`src/rtl/sha256_pkg.sv`:
```
// Shared SHA-256 types and helper functions for the message-schedule stage.
package sha256_pkg;

  localparam int ROUNDS          = 64;
  localparam int WORDS_PER_BLOCK = 16;

  typedef logic [31:0] word_t;

  typedef enum logic {
    IDLE = 1'b0,
    RUN  = 1'b1
  } sched_state_t;

  function automatic word_t right_rotate(input word_t x, input int unsigned n);
    return (x >> n) | (x << (32 - n));
  endfunction

  function automatic word_t small_sigma0(input word_t x);
    return right_rotate(x, 7) ^ right_rotate(x, 18) ^ (x >> 3);
  endfunction

  function automatic word_t small_sigma1(input word_t x);
    return right_rotate(x, 17) ^ right_rotate(x, 19) ^ (x >> 10);
  endfunction

endpackage

```
`src/rtl/sha256_sched_word.sv`:
```
// Combinational next-word generator for the 16-word schedule window:
// W[t] = s1(W[t-2]) + W[t-7] + s0(W[t-15]) + W[t-16], mod 2^32.
module sha256_sched_word
  import sha256_pkg::*;
(
  input  logic [31:0] w0_i,
  input  logic [31:0] w1_i,
  input  logic [31:0] w9_i,
  input  logic [31:0] w14_i,
  output logic [31:0] w_next_o
);

  // Carries out of bit 31 are dropped by the 32-bit result width.
  assign w_next_o = small_sigma1(w14_i) + w9_i + small_sigma0(w1_i) + w0_i;

endmodule

```
`src/rtl/sha256_msg_schedule.sv`:
```
// SHA-256 message schedule: loads one 512-bit block and streams W[0..63]
// with round index over a valid/ready interface, using a sliding 16-word window.
module sha256_msg_schedule #(
  parameter int BLOCK_W = 512,
  parameter int WORD_W  = 32,
  parameter int ROUNDS  = 64
) (
  input  logic               clk,
  input  logic               rst_n,
  input  logic               flush,
  input  logic               block_valid,
  output logic               block_ready,
  input  logic [BLOCK_W-1:0] block_data,
  output logic               out_valid,
  input  logic               out_ready,
  output logic [WORD_W-1:0]  w_out,
  output logic [5:0]         round_index,
  output logic               out_last
);

  import sha256_pkg::*;

  localparam int CNT_W = $clog2(ROUNDS);

  sched_state_t      state_q, state_d;
  logic [WORD_W-1:0] win_q [WORDS_PER_BLOCK];
  logic [WORD_W-1:0] win_d [WORDS_PER_BLOCK];
  logic [CNT_W-1:0]  cnt_q, cnt_d;
  logic [WORD_W-1:0] next_word;
  logic              beat;
  logic              load;
  logic              last;

  sha256_sched_word u_sched_word (
    .w0_i     (win_q[0]),
    .w1_i     (win_q[1]),
    .w9_i     (win_q[9]),
    .w14_i    (win_q[14]),
    .w_next_o (next_word)
  );

  assign block_ready = (state_q == IDLE);
  assign out_valid   = (state_q == RUN);
  assign beat        = out_valid & out_ready;
  assign load        = block_valid & block_ready;
  assign last        = (cnt_q == CNT_W'(ROUNDS - 1));

  assign w_out       = out_valid ? win_q[0] : '0;
  assign round_index = 6'(cnt_q);
  assign out_last    = out_valid & last;

  always_comb begin
    // NOTE: every signal written here gets a default first so no path can infer a latch.
    state_d = state_q;
    cnt_d   = cnt_q;
    win_d   = win_q;

    // flush wins over a simultaneous beat or load; window contents are left as-is.
    if (flush) begin
      state_d = IDLE;
      cnt_d   = '0;
    end else begin
      unique case (state_q)
        IDLE: begin
          if (load) begin
            for (int i = 0; i < WORDS_PER_BLOCK; i++) begin
              win_d[i] = block_data[BLOCK_W-1-WORD_W*i -: WORD_W];
            end
            cnt_d   = '0;
            state_d = RUN;
          end
        end
        RUN: begin
          if (beat) begin
            for (int i = 0; i < WORDS_PER_BLOCK - 1; i++) begin
              win_d[i] = win_q[i+1];
            end
            win_d[WORDS_PER_BLOCK-1] = next_word;
            cnt_d = cnt_q + CNT_W'(1);
            if (last) begin
              state_d = IDLE;
              cnt_d   = '0;
            end
          end
        end
        default: begin
          state_d = IDLE;
          cnt_d   = '0;
        end
      endcase
    end
  end

  // NOTE: the window is reset as well so w_out and all later window-derived words are deterministic.
  always_ff @(posedge clk or negedge rst_n) begin
    if (!rst_n) begin
      state_q <= IDLE;
      cnt_q   <= '0;
      for (int i = 0; i < WORDS_PER_BLOCK; i++) begin
        win_q[i] <= '0;
      end
    end else begin
      // NOTE: non-blocking assignments so every register samples pre-edge values.
      state_q <= state_d;
      cnt_q   <= cnt_d;
      win_q   <= win_d;
    end
  end

endmodule

```
`config.mk`:
```
export PLATFORM = sky130hd
export DESIGN_NAME = sha256_msg_schedule
export DESIGN_NICKNAME = d
export VERILOG_FILES = /design/src/rtl/sha256_pkg.sv /design/src/rtl/sha256_sched_word.sv /design/src/rtl/sha256_msg_schedule.sv
export SDC_FILE = /design/constraint.sdc
export NUM_CORES = 1
export LEC_CHECK = 0
export CAP_MARGIN = 30
export CORE_AREA = 2 2 359 272
export CTS_CLUSTER_DIAMETER = 30
export DETAILED_ROUTE_END_ITERATION = 10
export DIE_AREA = 0 0 361 274
export DONT_BUFFER_PORTS = 1
export PLACE_DENSITY_LB_ADDON = 0.15
export SLEW_MARGIN = 20
export SYNTH_ARGS = -nofsm -noshare
export SYNTH_HDL_FRONTEND = slang
export SYNTH_SLANG_ARGS = --single-unit
```
`constraint.sdc`:
```
create_clock -name clk -period 5.4 [get_ports clk]
set_input_delay 0.81 -clock clk [delete_from_list [all_inputs] [get_ports clk]]
set_output_delay 0.81 -clock clk [all_outputs]
set_load 0.005 [all_outputs]
```
==> flow_metrics.py, run 1 <==
metrics = {
    "floorplanning": {
        "die_w_um": 361,
        "die_height_um": 274,
        "fp.dieArea_um2": 98910,
        "floorplan.io_pins": 558,
        "floorplan.initialDensity": 0.2959,
        "core_area_um2": 96000,
        "std_cell_rows": 99,
    },
    "power_and_ir_drop": {
        "power_switching_share": 0.4324,
        "clockPowerShare": 0.315,
        "vdd.ir_drop.worst_v": 0.0006125,
        "p_total_w": 0.02617,
        "p_leak_nw": 15.31,
        "internal_power_w": 0.01485,
        "switchingPower_w": 0.01132,
        "comb_power_share": 0.466,
        "pwr_density_cell_nw_per_um2": 769.5,
        "share_seq_of_total_power": 0.219,
    },
    "logic_synthesis": {
        "synth_flop_cell": "dfrtp_1",
        "synth-seq-area-share": 0.4573,
        "synth.cells.most_frequent": "nand2_1 (527), o21ai_0 (524), dfrtp_1 (519), mux2i_1 (491), clkbuf_1 (157)",
        "synth.top_cells.by_area": "dfrtp_1 (46%), mux2i_1 (17%), o21ai_0 (9.2%)",
        "ys_seq_elements": 519,
        "post_synth_instance_area_um2": 28400,
        "postSynthCellCount": 2909,
        "post-synth-top-area-fraction": 0.4573,
        "synth_largest_area_cell": "dfrtp_1",
        "netlist-cell-type-count": 71,
        "asr_flop_ratio_synth": 1.000,
        "yosysMostFrequentCell": "nand2_1",
        "synth_fp_nets": 3520,
        "synthesis.yosys.warnings": 0,
        "synthesis.area_per_instance_um2": 9.764,
        "synth_edf_count": 0,
    },
    "cells_and_area": {
        "area.growth.synth_to_final_pct": 19.74,
        "finalNetCount": 3453,
        "fin_area_um2": 34010,
        "final_layout_size_suffix_gt1_frac": 0.09834,
        "layout.core_utilization": 0.3543,
    },
    "setup_path": {
        "category_of_the_critical_setup_timing_path": "reg -> reg",
        "cpMostUsedCell": "fa_1",
        "path_cells": "xnor2_1 -> xnor2_1 -> fa_1 -> inv_1 -> fa_1 -> inv_1 -> fa_1 -> a211oi_2 -> nor3_4 -> o2111ai_1 -> nand4b_1 -> o31ai_1 -> xor2_1 -> o22ai_1",
        "slowest_stage_delay_on_critical_path_ns": 0.50,
        "critical_path.startpoint_type": "flop",
        "required_ns": 5.96,
        "cp_max_fo": 5,
        "cp_max_stage_cell": "fa_1",
        "sort_of_element_at_the_end_of_the_critical_path": "flop",
        "worstPathArrival_ns": 5.02,
    },
    "routing": {
        "first_iter_violations": 1446,
        "post_drt_wl_per_cell_um": 26.54,
        "total_vias_in_the_final_route": 20740,
        "dr.pass1.iters": 4,
        "drt_wl_total_mm": 111.9,
        "detail_route.drc_violations": 0,
        "vias_per_cell": 4.919,
        "postRouteAntennaNets": 0,
    },
    "global_routing": {
        "grt_start_max_net_pins": 520,
        "grt.overflow.total": 0,
        "grt_util_all_layers": 0.2238,
        "first_pass_grt_wire_length_mm": 156.8,
        "antenna_violations_before_repair": 29,
        "first_global_vias": 21348,
    },
    "sta": {
        "achievable-frequency_ghz": 0.2243,
        "finalClockSkew_ns": 0.02862,
        "finalCriticalPeriod_ns": 4.458,
        "rsz0062_at_grt": "no",
        "timing_max_transition_violations_final": 391,
        "relSlewSlack": -1.516,
        "hold_violations": 80,
        "fin_setup_tns_ns": 0,
        "setup_viol_count_final": 0,
        "worstMarginPinSlew_ns": 3.774,
        "setup_ws_ns": 0.9415,
        "finalHoldWorstSlack_ns": -0.2106,
        "min_period_over_period": 0.8256,
    },
    "clock_tree": {
        "clk_transition_reported_paths_ns": 0.04,
        "cts.root.buffer_cell": "clkbuf_16",
        "cts_buffer_depth": 3,
        "htree_levels": 4,
        "ctsResizeCount": 0,
        "insertion_delay_ns": 0.73,
        "tritoncts": "yes",
        "num_clock_sinks": 519,
        "cts_made_buffers": 137,
    },
    "place": {
        "detailedPlace.worstSlack_ns": 0.9662,
        "gp_congestion": 0.9101,
        "port_buffers": 0,
        "dpl-instance-area_um2": 29270,
        "detailedPlacementHpwl_mm": 85.77,
    },
    "status": {
        "status": "finished with violations",
        "violations": "negative hold slack, max-slew violations",
    },
    "worst_hold_path": {
        "min-delay-path-class": "in -> async",
    },
    "flow_run": {
        "maxCapViolCount": 0,
    },
}
## path summary, 6_finish.rpt
kind / start / to / slack (ns) / cells after the start
max in group asynchronous: rst_n / out_valid / 2.14 / 0
min in group clk: flush / out_valid / 0.16 / 1
worst min-delay path: rst_n / win_q[223] / -0.21 / 0
worst max register to register: win_q[457] / win_q[27] / 0.94 / 14
worst min register to register: win_q[289] / win_q[289] / 0.47 / 2
worst max-delay path: win_q[457] / win_q[27] / 0.94 / 14
## through the flow
| step | hold WS [ns] | instances |
|---|---|---|
| 4_1_cts | -0.2614 | 4211 |
| 2_1_floorplan | 0.4496 | 2909 |
| 5_1_grt | -0.2572 | 4212 |
| 3_3_place_gp | 0.4611 | 3965 |
| 6_report | -0.2106 | 4216 |
| 3_5_place_dp | 0.4698 | 3965 |
## what timing repair did
| item | CTS | global route |
|---|---|---|
| endpoints found under the hold margin | 519 | 519 |
| buffers inserted | 0 | 0 |
| endpoints found under the setup margin | 0 | 0 |
## layer usage
metal	vias to the layer above	GRT usage	routed length, um
li1	9747	-	-
met1	10181	0.3003	51370
met2	600	0.3315	48490
met3	174	0.09425	9991
met4	38	0.05560	1837
met5	-	0	223
## final cells by class
class / count / area (um^2)
clock buffer: 179 / 3929
clock inverter: 67 / 797.0
timing repair buffer: 27 / 290.3
inverter: 131 / 491.7
tap: 1262 / 1579
antenna: 5 / 12.51
fill: 9666 / 61990
sequential: 519 / 12990
multi-input combinational: 2026 / 13920
## kinds of logic (layout without fill, tap and decap cells)
group,count (synthesis),after routing,synth area share
xor+xnor,145,145,0.04471
other cells,0,5,0
compound gates,648,648,0.1221
buf+inv,364,404,0.05278
mux,491,491,0.1730
simple gates,648,648,0.09229
fa+ha+maj,94,94,0.05780
flops,519,519,0.4573
## state kept, by name, summed over array words and instances (netlist names)
| name | count |
|---|---|
| round_index | 6 |
| win_q | 512 |
| out_valid | 1 |
## cells in the final DEF (no fill, tap or decap), drive strengths merged, types with 2 or more instances in the layout
cell type,count
o21ai,536
nand2,527
dfrtp,519
mux2i,491
clkbuf,179
inv,136
xnor2,120
a21oi,63
fa,62
nor2,58
clkinv,43
ha,32
buf,27
xor2,25
and3,12
bufinv,11
and2,9
or3,8
clkinvlp,8
nand3,8
a21o,8
a211oi,8
nor3,7
diode,5
a31oi,5
nand4,5
nor2b,4
o22ai,4
o211ai,3
o31ai,3
o21a,2
or2,2
a221oi,2
o2111ai,2
## power groups by stage
| stage | clock, W | combinational [W] | sequential [W] |
|---|---|---|---|
| 2_1_floorplan | 0 | 0.00885 | 0.00514 |
| 3_3_place_gp | 0 | 0.0121 | 0.00574 |
| 3_5_place_dp | 0 | 0.0122 | 0.00578 |
| 4_1_cts | 0.00842 | 0.0122 | 0.00573 |
| 5_1_grt | 0.00864 | 0.0134 | 0.00583 |
| 6_report | 0.00825 | 0.0122 | 0.00573 |
## worst max-delay path, delay by kind of cell, from the launching register on
kind                     cells  cell delay (ns)
XOR/XNOR                     3             0.81
adder cells (fa/ha/maj)      3             1.40
flip-flops                   1             0.45
AO/OA/AOI/OAI                4             1.16
buffers and inverters        2             0.11
AND/OR/NAND/NOR              2             0.38
No activity file was read; power rests on OpenSTA's default activity.
==> run 2: changes to the inputs <==
==> constraint.sdc (replaced) <==
create_clock -name clk -period 4.3 [get_ports clk]
set_input_delay 0.645 -clock clk [delete_from_list [all_inputs] [get_ports clk]]
set_output_delay 0.645 -clock clk [all_outputs]
set_load 0.005 [all_outputs]
==> run 2 against run 1 <==
- the run still ends with negative hold slack, max-slew violations left
- register-to-register slack worse by 0.78 ns
- routed wire length is 0.43% higher
- clock skew is 0.014 ns higher
- critical path depth is 1 higher
- worst setup slack worse by 0.78 ns
- via count is 1.4% higher
- count of clock-buffer cells in the layout is 15 higher
- largest power group unchanged
==> flow_metrics.py, run 2 (synthesized netlist as in run 1, its figures left out) <==
metrics = {
    "status": {
        "status": "finished with violations",
        "violations": "negative hold slack, max-slew violations",
    },
    "cells_and_area": {
        "layoutNonFillerInstCount": 4264,
        "multi_input_comb_area_um2": 13960,
        "final_layout_size_suffix_gt1_frac": 0.1067,
        "layout.core_utilization": 0.3590,
        "largest-register": "win_q",
        "final-seq-area_um2": 12990,
        "fin_area_um2": 34470,
        "fill_cells": 9689,
        "area.growth.synth_to_final_pct": 21.36,
        "final_common_cell": "nand2_1",
        "most-common-layout-cells": "nand2_1 (527), o21ai_0 (524), dfrtp_1 (518)",
        "largest_register_ffs": 512,
        "finalNetCount": 3494,
    },
    "clock_tree": {
        "insertion_delay_ns": 0.74,
        "clk_transition_reported_paths_ns": 0.04,
        "num_clock_sinks": 519,
        "cts.root.buffer_cell": "clkbuf_16",
        "htree_levels": 4,
        "postCtsHoldBufs": 2,
        "tritoncts": "yes",
        "cts_post_setup_buffers_inserted": 0,
        "cts_buffer_depth": 3,
        "cts_made_buffers": 139,
    },
    "setup_path": {
        "worstRegToRegCells": 15,
        "category_of_the_critical_setup_timing_path": "reg -> reg",
        "worstPathArrival_ns": 4.78,
        "sort_of_element_at_the_end_of_the_critical_path": "flop",
        "required_ns": 4.94,
        "critical_path.startpoint_type": "flop",
        "cp_max_fo": 4,
    },
    "global_routing": {
        "grt_util_all_layers": 0.2262,
        "grt_start_max_net_pins": 520,
        "grt.overflow.total": 0,
        "antenna_violations_before_repair": 39,
        "first_pass_grt_wire_length_mm": 158.6,
        "first_global_vias": 22009,
    },
    "power_and_ir_drop": {
        "p_leak_nw": 15.54,
        "clockPowerShare": 0.316,
        "vdd.ir_drop.worst_v": 0.0007718,
        "switchingPower_w": 0.01407,
        "power_switching_share": 0.4223,
        "internal_power_w": 0.01924,
        "pwr_density_cell_nw_per_um2": 966.4,
        "share_seq_of_total_power": 0.213,
        "comb_power_share": 0.471,
    },
    "sta": {
        "relSlewSlack": -0.7320,
        "finalHoldWorstSlack_ns": -0.3740,
        "timing_max_transition_violations_final": 333,
        "setup_viol_count_final": 0,
        "achievable-frequency_ghz": 0.2415,
        "rsz0062_at_grt": "yes",
        "min_period_over_period": 0.9630,
        "hold_violations": 279,
        "finalClockSkew_ns": 0.04273,
        "finalCriticalPeriod_ns": 4.141,
        "fin_setup_tns_ns": 0,
        "worstMarginPinSlew_ns": 2.598,
    },
    "routing": {
        "drt_wl_total_mm": 112.4,
        "vias_per_cell": 4.931,
        "postRouteAntennaNets": 0,
        "dr.pass1.iters": 5,
        "post_drt_wl_per_cell_um": 26.36,
        "total_vias_in_the_final_route": 21025,
        "first_iter_violations": 1486,
        "detail_route.drc_violations": 0,
    },
    "floorplanning": {
        "die_height_um": 274,
        "floorplan.initialDensity": 0.2959,
        "floorplan.io_pins": 558,
        "core_area_um2": 96000,
        "die_w_um": 361,
        "fp.dieArea_um2": 98910,
        "std_cell_rows": 99,
    },
    "place": {
        "numPlacedInstances": 4002,
        "port_buffers": 0,
        "gp_congestion": 0.8846,
        "detailedPlacementHpwl_mm": 86.94,
        "dpl-instance-area_um2": 29590,
    },
    "flow_run": {
        "maxCapViolCount": 0,
    },
    "worst_hold_path": {
        "min-delay-path-class": "in -> async",
    },
}
[run 2: stage by stage]
stage | setup WS [ns] | power (W)
final | 0.1592 | 0.03331
after global routing | -0.03392 | 0.03574
after CTS | 0.02823 | 0.03345
after detailed placement | 0.08300 | 0.02270
after global placement | 0.01996 | 0.02261
after floorplan | 0.4030 | 0.01757
[run 2: layout make-up]
| cell class | count | share of cell area |
|---|---|---|
| clock inverters | 54 | 0.02254 |
| diodes | 12 | 0.0008712 |
| repair buffers | 66 | 0.01815 |
| multi-input cells | 2026 | 0.4051 |
| clock buffers | 194 | 0.1163 |
| inverters | 131 | 0.01427 |
| flip-flops and latches | 519 | 0.3769 |
| well taps | 1262 | 0.04581 |
[run 2: per-layer routing]
layer | GRT usage | vias to the layer above | part of all wire | routed length, um
li1 | - | 9857 | - | -
met1 | 0.3036 | 10316 | 0.46 | 51390
met2 | 0.3319 | 624 | 0.43 | 48230
met3 | 0.09386 | 178 | 0.093 | 10440
met4 | 0.06540 | 50 | 0.018 | 2020
met5 | 0 | - | 0.0028 | 318
[run 2: worst max-delay path, cell delays in order, from the launching register on]
cell and delay [ns]:
dfrtp_1 0.38, buf_4 0.17, xnor2_1 0.19, xnor2_1 0.19
fa_1 0.54, inv_1 0.05, fa_1 0.48, inv_1 0.04
ha_1 0.34, o21ai_1 0.15, o21ai_2 0.25, nand4_1 0.25
a211oi_2 0.38, o211ai_2 0.22, o41a_1 0.35, nand2_1 0.07
[run 2: power groups by stage]
stage | Combinational (W) | Sequential, W | Clock [W]
after floorplan | 0.0111 | 0.00646 | 0
after global placement | 0.0155 | 0.00713 | 0
after detailed placement | 0.0155 | 0.00717 | 0
after CTS | 0.0156 | 0.00711 | 0.0107
after global routing | 0.0175 | 0.00723 | 0.0110
final | 0.0157 | 0.00710 | 0.0105
[run 2: worst paths after layout]
path,startpoint,endpoint,slack (ns)
setup / recovery,win_q[455],win_q[30],0.16
hold / removal,rst_n,win_q[440],-0.37
setup reg to reg,win_q[455],win_q[30],0.16
hold reg to reg,win_q[433],win_q[433],0.47
max in group asynchronous,rst_n,win_q[24],2.61
min in group clk,block_data[20],win_q[20],0.11
[run 2: repair_timing]
item / 4_1_cts / 5_1_grt
endpoints found under the setup margin: 0 / 11
resized for setup: 0 / 8
hold endpoints to repair: 521 / 519
==> run 3: changes to the inputs <==
--- a/config.mk
+++ b/config.mk
@@ -11,6 +11,7 @@
 export DETAILED_ROUTE_END_ITERATION = 10
 export DIE_AREA = 0 0 361 274
 export DONT_BUFFER_PORTS = 1
+export GPL_ROUTABILITY_DRIVEN = 0
 export PLACE_DENSITY_LB_ADDON = 0.15
 export SLEW_MARGIN = 20
 export SYNTH_ARGS = -nofsm -noshare
==> constraint.sdc (replaced) <==
create_clock -name clk -period 4.3 [get_ports clk]
set_input_delay 0.645 -clock clk [delete_from_list [all_inputs] [get_ports clk]]
set_output_delay 0.645 -clock clk [all_outputs]
set_load 0.1 [all_outputs]
==> run 3 against run 2 <==
- the flow still finishes with violations (negative hold slack, max-slew violations)
- critical path depth fell by 1
- global-route usage fell by 0.35 points
- count of clock-buffer cells in the layout rose by 6
- via count fell by 0.23%
- final area rose by 0.71%
- clock skew fell by 0.020 ns
- sequential cell count did not move
- die area did not move
- combinational power barely moved
- largest cell class unchanged
==> flow_metrics.py, run 3 (synthesized netlist as in run 1, its figures left out) <==
metrics = {
    "status": {
        "status": "finished with violations",
        "violations": "negative hold slack, max-slew violations",
    },
    "clock_tree": {
        "cts_made_buffers": 138,
        "insertion_delay_ns": 0.72,
        "clk_transition_reported_paths_ns": 0.04,
        "cts_buffer_depth": 3,
        "tritoncts": "yes",
        "postCtsHoldBufs": 2,
        "num_clock_sinks": 519,
        "htree_levels": 4,
        "cts.root.buffer_cell": "clkbuf_16",
    },
    "setup_path": {
        "path_delay_family": "adder cells",
        "path_buf_inv": 2,
        "cpMostUsedCell": "xnor2_1",
        "slowest_stage_delay_on_critical_path_ns": 0.54,
        "cp_max_fo": 5,
        "worstPathArrival_ns": 4.70,
        "category_of_the_critical_setup_timing_path": "reg -> reg",
        "path_cells": "xnor2_1 -> xnor2_1 -> fa_1 -> inv_1 -> fa_1 -> inv_1 -> ha_1 -> o21ai_1 -> o21ai_2 -> nand4_1 -> a211oi_4 -> o21ai_0 -> xnor2_1 -> a21oi_1",
        "cp_max_stage_cell": "fa_1",
        "required_ns": 4.88,
        "critical_path.startpoint_type": "flop",
        "sort_of_element_at_the_end_of_the_critical_path": "flop",
    },
    "global_routing": {
        "antenna_violations_before_repair": 26,
        "grt_util_all_layers": 0.2227,
        "grt_start_max_net_pins": 520,
        "first_pass_grt_wire_length_mm": 156.7,
        "first_global_vias": 21806,
        "grt.overflow.total": 0,
    },
    "routing": {
        "drt_wl_total_mm": 110.9,
        "dr.pass1.iters": 5,
        "vias_per_cell": 4.885,
        "total_vias_in_the_final_route": 20976,
        "postRouteAntennaNets": 0,
        "post_drt_wl_per_cell_um": 25.84,
        "first_iter_violations": 1466,
        "detail_route.drc_violations": 0,
    },
    "sta": {
        "finalCriticalPeriod_ns": 4.117,
        "finalHoldWorstSlack_ns": -0.3673,
        "rsz0062_at_grt": "no",
        "timing_max_transition_violations_final": 417,
        "worstMarginPinSlew_ns": 4.407,
        "hold_violations": 107,
        "setup_viol_count_final": 0,
        "finalClockSkew_ns": 0.02297,
        "achievable-frequency_ghz": 0.2429,
        "fin_setup_tns_ns": 0,
        "min_period_over_period": 0.9573,
        "relSlewSlack": -1.938,
        "setup_ws_ns": 0.1835,
    },
    "power_and_ir_drop": {
        "p_leak_nw": 15.69,
        "vdd.ir_drop.worst_v": 0.0007422,
        "pwr_density_cell_nw_per_um2": 953.2,
    },
    "floorplanning": {
        "die_w_um": 361,
        "floorplan.initialDensity": 0.2959,
        "fp.dieArea_um2": 98910,
        "floorplan.io_pins": 558,
        "std_cell_rows": 99,
        "core_area_um2": 96000,
        "die_height_um": 274,
    },
    "cells_and_area": {
        "most-common-layout-cells": "nand2_1 (527), o21ai_0 (524), dfrtp_1 (518)",
        "fill_cells": 9625,
        "finalNetCount": 3524,
        "final_common_cell": "nand2_1",
        "largest_register_ffs": 512,
        "largest-register": "win_q",
        "final_layout_size_suffix_gt1_frac": 0.1232,
        "area.growth.synth_to_final_pct": 22.22,
        "layout.core_utilization": 0.3616,
        "layoutNonFillerInstCount": 4294,
    },
    "place": {
        "port_buffers": 0,
        "detailedPlacementHpwl_mm": 85.76,
        "detailedPlace.worstSlack_ns": -0.02740,
        "numPlacedInstances": 4033,
    },
    "worst_hold_path": {
        "min-delay-path-class": "in -> async",
    },
    "flow_run": {
        "maxCapViolCount": 0,
    },
}
run 3: cell count changes in the layout (fill, tap and decap cells not counted), sizes merged:
cell      previous run  this run
buf                 64        95
clkbuf             194       200
bufinv              14         9
clkinv              34        29
inv                133       136
clkinvlp             4         3
diode               12        13
run 3: where the power goes:
part	switching [W]	leakage (nW)	total [W]	internal, W
combinational	0.00984	6.90	0.0157	0.00590
sequential	0.00113	6.49	0.00709	0.00597
clock	0.00321	2.30	0.0102	0.00703
run 3: per-layer routing:
metal / wire [um] / vias up / track usage / share of wire
met4: 2022 / 32 / 0.05825 / 0.018
met3: 11430 / 178 / 0.1008 / 0.10
met1: 49260 / 10190 / 0.2955 / 0.44
li1: - / 9900 / - / -
met5: 197 / - / 0 / 0.0018
met2: 48030 / 676 / 0.3273 / 0.43
run 3: final cells by class:
type                       instances  area (um^2)  share of cell area
antenna                           13        32.53           0.0009371
clock buffer                     200         4059              0.1169
clock inverter                    46        603.1             0.01737
inverter                         131        493.0             0.01420
multi-input combinational       2026        14050              0.4047
sequential                       519        12990              0.3742
tap                             1262         1579             0.04549
timing repair buffer              97        908.4             0.02617
run 3: path summary, 6_finish.rpt:
kind / start / end / slack (ns) / cells past startpoint
worst max-delay path: win_q[53] / win_q[22] / 0.18 / 14
worst min-delay path: rst_n / win_q[223] / -0.37 / 0
worst max register to register: win_q[53] / win_q[22] / 0.18 / 14
worst min register to register: win_q[127] / win_q[127] / 0.47 / 2
max in group asynchronous: rst_n / out_valid / 0.72 / 0
min in group clk: block_data[189] / win_q[189] / 0.12 / 2
run 3: per-stage QoR:
step,total power [W],instance area [um^2]
finish,0.03309,34710
CTS,0.03295,34620
global route,0.03537,34690
global placement,0.02229,29940
floorplan,0.01778,28410
detailed placement,0.02247,29940
run 3: timing repair:
item                       4_1_cts  5_1_grt
setup endpoints to repair        1       10
gates cloned                     0        0
resized for setup                0        9
hold endpoints to repair       521      519
pin swaps                        1        1
buffers inserted                 0        0
